$ cat src/rtl/lane_xform_pipe.sv
// lane_xform_pipe: per-lane mode transform (pass/invert/mask/xor) with
// per-lane force-high, followed by a 2-stage valid/ready pipeline.
// Ports: clk, rst (sync, active-high); in_valid/in_ready with in_data
// (NCH lanes of W bits), in_mode, in_mask, in_force; out_valid/out_ready
// with out_lane, out_any, out_all, out_parity; hit_count counts output
// handshakes carrying out_all=1 and saturates at all-ones.
module lane_xform_pipe #(
  parameter int NCH   = 4,
  parameter int W     = 8,
  parameter int CNT_W = 16
) (
  input  logic               clk,
  input  logic               rst,
  input  logic               in_valid,
  output logic               in_ready,
  input  logic [NCH*W-1:0]   in_data,
  input  logic [1:0]         in_mode,
  input  logic [W-1:0]       in_mask,
  input  logic [NCH-1:0]     in_force,
  output logic               out_valid,
  input  logic               out_ready,
  output logic [NCH*W-1:0]   out_lane,
  output logic [NCH-1:0]     out_any,
  output logic               out_all,
  output logic               out_parity,
  output logic [CNT_W-1:0]   hit_count
);

  logic               s1_v;
  logic [NCH*W-1:0]   s1_lane;
  logic               s1_adv;
  logic               s2_adv;
  logic [NCH*W-1:0]   xf;
  logic [NCH-1:0]     any_n;
  logic               all_n;
  logic               par_n;
  logic               hit;

  assign s2_adv   = !out_valid || out_ready;
  assign s1_adv   = !s1_v || s2_adv;
  assign in_ready = s1_adv;

  always_comb begin
    xf = '0;
    for (int i = 0; i < NCH; i++) begin
      unique case (in_mode)
        2'b00:   xf[i*W +: W] = in_data[i*W +: W];
        2'b01:   xf[i*W +: W] = ~in_data[i*W +: W];
        2'b10:   xf[i*W +: W] = in_data[i*W +: W] & in_mask;
        default: xf[i*W +: W] = in_data[i*W +: W] ^ in_mask;
      endcase
      if (in_force[i]) xf[i*W +: W] = '1;
    end
  end

  // Reductions are taken from stage 1 so the outputs stay pure registers.
  always_comb begin
    any_n = '0;
    for (int i = 0; i < NCH; i++) begin
      any_n[i] = |s1_lane[i*W +: W];
    end
    all_n = &any_n;
    par_n = ^s1_lane;
  end

  assign hit = out_valid && out_ready && out_all;

  always_ff @(posedge clk) begin
    if (rst) begin
      s1_v       <= 1'b0;
      s1_lane    <= '0;
      out_valid  <= 1'b0;
      out_lane   <= '0;
      out_any    <= '0;
      out_all    <= 1'b0;
      out_parity <= 1'b0;
    end else begin
      if (s2_adv) begin
        out_valid  <= s1_v;
        out_lane   <= s1_lane;
        out_any    <= any_n;
        out_all    <= all_n;
        out_parity <= par_n;
      end
      if (s1_adv) begin
        s1_v    <= in_valid;
        s1_lane <= xf;
      end
    end
  end

  always_ff @(posedge clk) begin
    if (rst) begin
      hit_count <= '0;
    end else if (hit && (hit_count != '1)) begin
      hit_count <= hit_count + CNT_W'(1);
    end
  end

endmodule
$ cat config.mk
export PLATFORM = sky130hd
export DESIGN_NAME = lane_xform_pipe
export DESIGN_NICKNAME = d
export VERILOG_FILES = /design/src/rtl/lane_xform_pipe.sv
export SDC_FILE = /design/constraint.sdc
export NUM_CORES = 1
export LEC_CHECK = 0
export BUFFER_PORTS_ARGS = -buffer_cell sky130_fd_sc_hd__buf_4
export CORE_ASPECT_RATIO = 0.9
export CORE_MARGIN = 2
export CORE_UTILIZATION = 47
export CTS_CLUSTER_DIAMETER = 50
export CTS_CLUSTER_SIZE = 28
export DETAILED_ROUTE_END_ITERATION = 10
export MAX_ROUTING_LAYER = met4
export PLACE_DENSITY = 0.7
export SYNTH_ARGS = -nofsm -noshare
export SYNTH_HDL_FRONTEND = slang
export SYNTH_SLANG_ARGS = --single-unit
$ cat constraint.sdc
create_clock -name clk -period 2.1 [get_ports clk]
set_input_delay 0.42 -clock clk [delete_from_list [all_inputs] [get_ports clk]]
set_output_delay 0.42 -clock clk [all_outputs]
set_load 0.02 [all_outputs]
==> flow_metrics.env, run 1 <==
export IMPL_leakage_nw=2.85
export IMPL_finalSetupViolCount=0
export IMPL_swShare_pct=27.9
export IMPL_rr_startpoint="s1_lane[15]"
export IMPL_worst_slew_pin_slew_ps=544
export IMPL_ctsHoldBuffers=0
export IMPL_synth_edf_count=0
export IMPL_ys_async_sr_fraction_pct=0
export IMPL_syn_inst=579
export IMPL_first_pass_iters=4
export IMPL_ys_top_cells_by_count="nand2_1, dfxtp_1, ha_1, xor2_1"
export IMPL_maxCapViolCount=0
export IMPL_reg2reg_depth=7
export IMPL_grt_use_total_pct=22.1
export IMPL_synth_top_area_share_pct=35.5
export IMPL_portBuffers=105
export IMPL_clkSinkCount=88
export IMPL_path_clk_slew_ps=70
export IMPL_finalCriticalPeriod_ps=1870
export IMPL_place_congestion=0.858
export IMPL_critPathCaptureType="primary output"
export IMPL_wl_per_cell_microns=15.1
export IMPL_p_per_area_nw_per_um2=747
export IMPL_dieArea_sq_um=11400
export IMPL_antenna_found_initial=0
export IMPL_finalPower_mw=4.60
export IMPL_endpoint="in_ready"
export IMPL_max_vdd_ir_drop_uv=533
export IMPL_finalHoldViolations=0
export IMPL_cts_root_buf="clkbuf_16"
export IMPL_slowest_delay_ps=380
export IMPL_finClkSkew_ps=7.53
export IMPL_wl_microns=12100
export IMPL_ctsResizeCount=0
export IMPL_synth_area_leader_cell="dfxtp_1"
export IMPL_clkLatencyLatePin_ps=340
export IMPL_r2r_end="out_parity"
export IMPL_io_pins=106
export IMPL_dr_first_iter_drc_count=347
export IMPL_worstPathArrival_ps=1450
export IMPL_yosysSeqAreaShare_pct=35.5
export IMPL_start_util_pct=48.5
export IMPL_ys_ff_latch=88
export IMPL_slew_headroom_pct=63.6
export IMPL_layout_drive_gt1_share_pct=20.5
export IMPL_globalRouteOverflowTotal=0
export IMPL_p_sw_mw=1.28
export IMPL_min_period_over_period_pct=89.2
export IMPL_syn2layout_area_growth_pct=24.1
export IMPL_cts_htree_levels=3
export IMPL_status="finished clean"
export IMPL_via_per_inst=5.33
export IMPL_syn_nets=678
export IMPL_synth_most_common_cell="nand2_1"
export IMPL_synth_cell_types=36
export IMPL_design_core_area_sq_um=10200
export IMPL_die_y_microns=102
export IMPL_cp_max_fo=7
export IMPL_grt_max_degree=65
export IMPL_final_setup_tns_ps=0
export IMPL_worst_slack_ps=227
export IMPL_clockBufferDepth=2
export IMPL_synth_area_sq_um=4970
export IMPL_crit_start="out_valid"
export IMPL_rows=35
export IMPL_ys_warn_count=0
export IMPL_seqPwrFrac_pct=40.3
export IMPL_netlist_top_cells_area="dfxtp_1, ha_1, nand2_1"
export IMPL_grt_pass1_vias=3922
export IMPL_vias=4270
export IMPL_cp_cell_sequence="nor2b_2 -> and2_1 -> inv_1 -> buf_4"
export IMPL_grt_pass1_wl_microns=19700
export IMPL_r2r_slack_ps=430
export IMPL_dp_hpwl_microns=9310
export IMPL_maxSlewViolCount=0
export IMPL_avgSynthCellArea_sq_um=8.58
export IMPL_drc=0
export IMPL_fin_util_pct=60.1
export IMPL_ys_flop_type="dfxtp_1"
export IMPL_crit_required_ps=1680
export IMPL_slowest_stage="dfxtp_1"
export IMPL_combPwrFrac_pct=22.3
export IMPL_internal_power_mw=3.32
export IMPL_startpoint_type="register"
export IMPL_final_antenna_net_count=0
export IMPL_p_clk_share_pct=37.4
export IMPL_rsz0062_at_grt="false"
export IMPL_post_place_ws_ps=358
export IMPL_fmax_ghz=0.534
export IMPL_hp_class="in2reg"
export IMPL_fin_nets=766
export IMPL_post_cts_buffers=0
export IMPL_cts_tree="yes"
export IMPL_fp_dieW_microns=112
export IMPL_crit_type="reg2out"
export IMPL_cts_made_buffers=9
export IMPL_n_antenna_cell=0
final cells by class:
type                    count  area (sq um)
multi-input cells         420          2900
repair buffers            115           888
clock inverters             7           101
fillers                   911          4090
well taps                 129           161
flip-flops and latches     88          1760
inverters                  33           124
clock buffers               9           225
registers in the layout, indices dropped and copies added (netlist names):
| register | cells |
|---|---|
| s1_v | 1 |
| out_parity | 1 |
| out_valid | 1 |
| hit_count | 16 |
| out_any | 4 |
| out_all | 1 |
| s1_lane | 32 |
| out_lane | 32 |
how the worst min path moves through the flow:
stage | start | endpoint | slack (ps) | depth (start not counted)
2_1_floorplan | s1_v | out_valid | 430 | 2
3_3_place_gp | out_lane[31] | out_lane[31] | 440 | 2
3_5_place_dp | s1_lane[20] | out_lane[20] | 440 | 2
4_1_cts | in_valid | s1_v | 300 | 3
5_1_grt | in_valid | s1_v | 300 | 3
6_report | in_valid | s1_v | 290 | 3
power by group through the flow:
stage	registers (mW)	logic, mW	clock network (mW)
floorplan	1.94	0.621	0
global placement	1.89	1.00	0
detailed placement	1.89	1.03	0
CTS	1.85	1.03	1.75
global route	1.87	1.15	1.83
finish	1.85	1.03	1.72
cells in the final DEF, fill, tap and decap left out, types with 5 or more instances in the layout:
master / count
dfxtp_1: 88
a21oi_1: 34
inv_1: 33
buf_4: 113
mux2i_1: 32
nor3_1: 5
ha_1: 49
nand2_1: 102
xor2_1: 43
nand4_1: 9
o21ai_0: 34
xnor2_1: 17
a221oi_1: 32
and3_1: 5
nor2_1: 33
clkbuf_16: 9
cell families after synthesis:
logic type      count (synthesis)  synth area share (%)
flops                          88                  35.5
xor+xnor                       60                  10.6
compound gates                106                  13.4
fa+ha+maj                      49                  12.3
mux                            32                  6.45
buf+inv                        71                  6.17
simple gates                  173                  15.5
through the flow:
stage	cells	hold WS, ps	instance area (sq um)
2_1_floorplan	579	432	4970
3_3_place_gp	785	442	5840
3_5_place_dp	785	445	5840
4_1_cts	801	295	6160
5_1_grt	801	297	6160
6_report	801	294	6160
critical path, delay by kind of cell, from the launching register on:
family	cells	cell delay [ps]
and+or+nand+nor	2	510
buffers and inverters	2	230
DFF	1	380
routing by layer:
metal	track usage, %	vias up	wire [microns]
met5	-	-	0
met4	5.91	0	142
met3	2.63	13	752
met2	33.0	136	5240
met1	31.7	1951	5940
li1	-	2170	-
Note: power is estimated with default switching activity, not from simulation.
==> run 2, diff against run 1 <==
--- a/config.mk
+++ b/config.mk
@@ -8,12 +8,12 @@
 export BUFFER_PORTS_ARGS = -buffer_cell sky130_fd_sc_hd__buf_4
 export CORE_ASPECT_RATIO = 0.9
 export CORE_MARGIN = 2
-export CORE_UTILIZATION = 47
+export CORE_UTILIZATION = 55
 export CTS_CLUSTER_DIAMETER = 50
 export CTS_CLUSTER_SIZE = 28
 export DETAILED_ROUTE_END_ITERATION = 10
 export MAX_ROUTING_LAYER = met4
-export PLACE_DENSITY = 0.7
+export PLACE_DENSITY = 0.8
 export SYNTH_ARGS = -nofsm -noshare
 export SYNTH_HDL_FRONTEND = slang
 export SYNTH_SLANG_ARGS = --single-unit
==> run 2 against run 1 <==
- clock skew is 1.2 ps higher
- count of clock-buffer cells in the layout up 3
- critical endpoint unchanged
- core utilization rose by 9.5 points
- fmax down 3.4%
- design area fell by 1.8%
==> flow_metrics.env, run 2 (same netlist as run 1, synthesis figures left out) <==
export IMPL_final_setup_tns_ps=0
export IMPL_layout_commonest_cell="buf_4"
export IMPL_layout_drive_gt1_share_pct=20.3
export IMPL_worst_slack_ps=161
export IMPL_dr_first_iter_drc_count=362
export IMPL_grt_max_degree=65
export IMPL_maxSlewViolCount=0
export IMPL_reg2reg_depth=7
export IMPL_dp_cells=773
export IMPL_final_antenna_net_count=0
export IMPL_rr_startpoint="s1_lane[0]"
export IMPL_post_place_ws_ps=344
export IMPL_status="finished clean"
export IMPL_n_antenna_cell=0
export IMPL_cts_htree_levels=3
export IMPL_finalCriticalPeriod_ps=1940
export IMPL_vias=4377
export IMPL_r2r_slack_ps=370
export IMPL_slew_headroom_pct=57.9
export IMPL_fp_dieW_microns=104
export IMPL_rows=32
export IMPL_crit_type="reg2out"
export IMPL_min_from="in_valid"
export IMPL_cts_tree="yes"
export IMPL_drc=0
export IMPL_path_clk_slew_ps=80
export IMPL_grt_pass1_wl_microns=20100
export IMPL_ctsResizeCount=0
export IMPL_fin_util_pct=69.6
export IMPL_leakage_nw=2.80
export IMPL_cts_root_buf="clkbuf_8"
export IMPL_cts_made_buffers=9
export IMPL_portBuffers=105
export IMPL_hold_end="s1_v"
export IMPL_crit_required_ps=1680
export IMPL_syn2layout_area_growth_pct=21.8
export IMPL_maxCapViolCount=0
export IMPL_clockBufferDepth=2
export IMPL_finalHoldViolations=0
export IMPL_grt_use_total_pct=26.3
export IMPL_ctsHoldBuffers=0
export IMPL_globalRouteOverflowTotal=0
export IMPL_dieArea_sq_um=9810
export IMPL_min_period_over_period_pct=92.3
export IMPL_most_common_layout_cells="buf_4, nand2_1, dfxtp_1"
export IMPL_post_cts_buffers=0
export IMPL_critPathCaptureType="primary output"
export IMPL_cp_max_fo=6
export IMPL_finClkSkew_ps=8.75
export IMPL_start_util_pct=57.2
export IMPL_worstPathArrival_ps=1520
export IMPL_via_per_inst=5.55
export IMPL_wl_per_cell_microns=15.6
export IMPL_clkSinkCount=88
export IMPL_die_y_microns=94.1
export IMPL_fillers=681
export IMPL_fin_nets=764
export IMPL_clkLatencyLatePin_ps=370
export IMPL_worst_slew_pin_slew_ps=629
export IMPL_p_per_area_nw_per_um2=687
export IMPL_finalNonFillerCells=789
export IMPL_max_vdd_ir_drop_uv=316
export IMPL_finalSetupViolCount=0
export IMPL_fmax_ghz=0.516
export IMPL_rsz0062_at_grt="false"
export IMPL_hold_ws_ps=287
export IMPL_place_congestion=0.869
export IMPL_io_pins=106
export IMPL_hp_class="in2reg"
export IMPL_first_pass_iters=5
export IMPL_largestRegisters="out_lane: 32 flops, s1_lane: 32 flops, hit_count: 16 flops"
export IMPL_hold_depth=3
export IMPL_r2r_end="out_parity"
export IMPL_design_core_area_sq_um=8690
export IMPL_antenna_found_initial=0
export IMPL_startpoint_type="register"
export IMPL_dp_hpwl_microns=9210
export IMPL_wl_microns=12300
export IMPL_grt_pass1_vias=4179
-- run 2: cell count changes in the layout (fill, tap and decap cells not counted), sizes merged --
cell      change
bufinv        -1
clkbuf        +3
clkinv        +1
clkinvlp      -1
buf           -2
inv           -2
-- run 2: critical path: stages, from the launching register on --
cell	delay, ps
dfxtp_1	400
nor2b_2	170
and2_1	220
buf_4	180
inv_1	40
buf_4	150
-- run 2: worst max path at each step --
stage | endpoint | slack, ps | cells after the start | from
floorplan | in_ready | 420 | 5 | out_valid
global placement | s1_lane[4] | 410 | 6 | out_ready
detailed placement | s1_lane[0] | 340 | 6 | out_ready
CTS | in_ready | 150 | 5 | out_valid
global route | in_ready | 60 | 5 | out_valid
finish | in_ready | 160 | 5 | out_valid
-- run 2: layout make-up --
| class | instances | area (sq um) | share of cell area (%) |
|---|---|---|---|
| tap | 119 | 149 | 2.46 |
| inverter | 33 | 124 | 2.05 |
| clock inverter | 4 | 51.3 | 0.848 |
| clock buffer | 12 | 165 | 2.73 |
| timing repair buffer | 113 | 898 | 14.9 |
| multi-input combinational | 420 | 2900 | 47.9 |
| sequential | 88 | 1760 | 29.1 |
-- run 2: per-layer routing --
layer / wire [microns] / GRT usage (%)
met1: 5690 / 35.2
met2: 5660 / 41.8
met3: 796 / 3.40
met4: 193 / 8.45
met5: 0 / -
-- run 2: stage by stage --
| stage | power (mW) | instance area (sq um) |
|---|---|---|
| CTS | 4.15 | 6050 |
| global placement | 2.88 | 5830 |
| global route | 4.35 | 6050 |
| detailed placement | 2.92 | 5830 |
| floorplan | 2.57 | 4970 |
| finish | 4.16 | 6050 |
-- run 2: report_power, final --
part           switching [mW]  leakage [nW]  internal (mW)
Clock                   0.613         0.109          0.647
Sequential             0.0681         0.730           1.78
Combinational           0.559          1.96          0.484
==> run 3, diff against run 2 <==
--- a/config.mk
+++ b/config.mk
@@ -5,9 +5,9 @@
 export SDC_FILE = /design/constraint.sdc
 export NUM_CORES = 1
 export LEC_CHECK = 0
-export BUFFER_PORTS_ARGS = -buffer_cell sky130_fd_sc_hd__buf_4
+export BUFFER_PORTS_ARGS = -buffer_cell sky130_fd_sc_hd__buf_2
 export CORE_ASPECT_RATIO = 0.9
-export CORE_MARGIN = 2
+export CORE_MARGIN = 5
 export CORE_UTILIZATION = 55
 export CTS_CLUSTER_DIAMETER = 50
 export CTS_CLUSTER_SIZE = 28
==> run 3 against run 2 <==
- worst hold slack improved by 28 ps
- first-iteration DRC count fell by 15%
- cell count increased by 0.38%
- critical path depth decreased by 1
- design area down 4.3%
- count of clock-buffer cells in the layout down 2
- largest cell class unchanged
- highest routed layer unchanged
==> flow_metrics.env, run 3 (same netlist as run 1, synthesis figures left out) <==
export IMPL_path_delay_family="simple AND/OR/NAND/NOR gates"
export IMPL_finalCriticalPeriod_ps=1970
export IMPL_place_congestion=0.871
export IMPL_largestRegisters="out_lane: 32 flops, s1_lane: 32 flops, hit_count: 16 flops"
export IMPL_most_common_layout_cells="buf_2, nand2_1, dfxtp_1"
export IMPL_max_vdd_ir_drop_uv=324
export IMPL_n_antenna_cell=0
export IMPL_design_area_sq_um=5790
export IMPL_dp_hpwl_microns=9110
export IMPL_die_y_microns=100
export IMPL_worst_slack_ps=126
export IMPL_finalNonFillerCells=792
export IMPL_syn2layout_area_growth_pct=16.5
export IMPL_worstPathArrival_ps=1550
export IMPL_crit_type="reg2out"
export IMPL_slowest_stage="dfxtp_1"
export IMPL_crit_start="out_valid"
export IMPL_layout_commonest_cell="buf_2"
export IMPL_grt_use_total_pct=22.8
export IMPL_via_per_inst=5.48
export IMPL_dp_cells=776
export IMPL_wl_microns=12000
export IMPL_design_core_area_sq_um=8690
export IMPL_fp_dieW_microns=110
export IMPL_cts_root_buf="clkbuf_8"
export IMPL_grt_pass1_wl_microns=19400
export IMPL_reg2reg_depth=6
export IMPL_clockBufferDepth=2
export IMPL_hp_class="in2reg"
export IMPL_dieArea_sq_um=11000
export IMPL_finalSetupViolCount=0
export IMPL_ctsHoldBuffers=0
export IMPL_cts_made_buffers=9
export IMPL_grt_max_degree=89
export IMPL_fin_nets=767
export IMPL_finClkSkew_ps=7.38
export IMPL_vias=4343
export IMPL_finalHoldViolations=0
export IMPL_clkSinkCount=88
export IMPL_min_from="in_valid"
export IMPL_globalRouteOverflowTotal=0
export IMPL_io_pins=106
export IMPL_ctsResizeCount=0
export IMPL_final_antenna_net_count=0
export IMPL_r2r_end="hit_count[14]"
export IMPL_rsz0062_at_grt="false"
export IMPL_wl_per_cell_microns=15.2
export IMPL_min_period_over_period_pct=94.0
export IMPL_clkLatencyLatePin_ps=360
export IMPL_rows=32
export IMPL_cts_htree_levels=3
export IMPL_grt_pass1_vias=4035
export IMPL_p_per_area_nw_per_um2=677
export IMPL_hold_ws_ps=315
export IMPL_post_cts_buffers=0
export IMPL_path_clk_slew_ps=80
export IMPL_maxCapViolCount=0
export IMPL_cts_tree="yes"
export IMPL_first_pass_iters=4
export IMPL_fillers=738
export IMPL_portBuffers=105
export IMPL_crit_required_ps=1680
export IMPL_post_place_ws_ps=349
export IMPL_status="finished clean"
export IMPL_start_util_pct=57.2
export IMPL_rr_startpoint="hit_count[0]"
export IMPL_drc=0
export IMPL_fmax_ghz=0.507
export IMPL_hold_end="s1_v"
export IMPL_startpoint_type="register"
export IMPL_r2r_slack_ps=420
export IMPL_cp_max_fo=7
export IMPL_leakage_nw=2.75
export IMPL_critPathCaptureType="primary output"
export IMPL_hold_depth=3
export IMPL_dr_first_iter_drc_count=306
export IMPL_slowest_delay_ps=410
export IMPL_cp_num_buf_inv=2
export IMPL_final_setup_tns_ps=0
export IMPL_worst_slew_pin_slew_ps=547
export IMPL_slew_headroom_pct=63.4
export IMPL_maxSlewViolCount=0
export IMPL_post_dp_cell_area_sq_um=5610
export IMPL_antenna_found_initial=0
export IMPL_cp_cell_sequence="nor2b_2 -> and2_1 -> inv_1 -> buf_2"
export IMPL_layout_drive_gt1_share_pct=20.7
run 3: cell count changes in the layout (fill, tap and decap cells not counted), sizes merged:
cell	delta
buf	+3
bufinv	-1
clkbuf	-2
clkinv	+2
inv	+1
run 3: how the worst max path moves through the flow:
stage	to	slack (ps)	cells past startpoint
after floorplan	in_ready	420	5
after global placement	in_ready	430	5
after detailed placement	s1_lane[12]	350	5
after CTS	in_ready	140	4
after global routing	in_ready	80	4
final	in_ready	130	4
run 3: cell type report:
| class | instances | area, sq um | area share (%) |
|---|---|---|---|
| well taps | 119 | 149 | 2.57 |
| repair buffers | 116 | 671 | 11.6 |
| multi-input cells | 420 | 2900 | 50.1 |
| clock buffers | 10 | 138 | 2.38 |
| inverters | 33 | 124 | 2.14 |
| flip-flops and latches | 88 | 1760 | 30.4 |
| clock inverters | 6 | 43.8 | 0.757 |
run 3: report_power, final:
group          internal (mW)  switching, mW
Clock                  0.466          0.614
Combinational          0.431          0.561
Sequential              1.78         0.0602
Total                   2.68           1.24
run 3: metrics by stage:
stage | util [%] | total power [mW]
detailed placement | 64.5 | 2.86
CTS | 66.6 | 3.92
global route | 66.6 | 4.11
floorplan | - | 2.57
global placement | 64.5 | 2.83
finish | 66.6 | 3.92
run 3: tightest hold or removal path: stages:
cell    delay, ps
buf_2         100
nor2_1         40
nor2_1         80
run 3: routing by layer:
| layer | vias to the layer above | track usage (%) | share of wire, % |
|---|---|---|---|
| li1 | 2169 | - | - |
| met1 | 2028 | 31.5 | 47 |
| met2 | 133 | 34.5 | 45 |
| met3 | 13 | 3.34 | 6.4 |
| met4 | 0 | 6.91 | 1.3 |
| met5 | - | - | 0 |
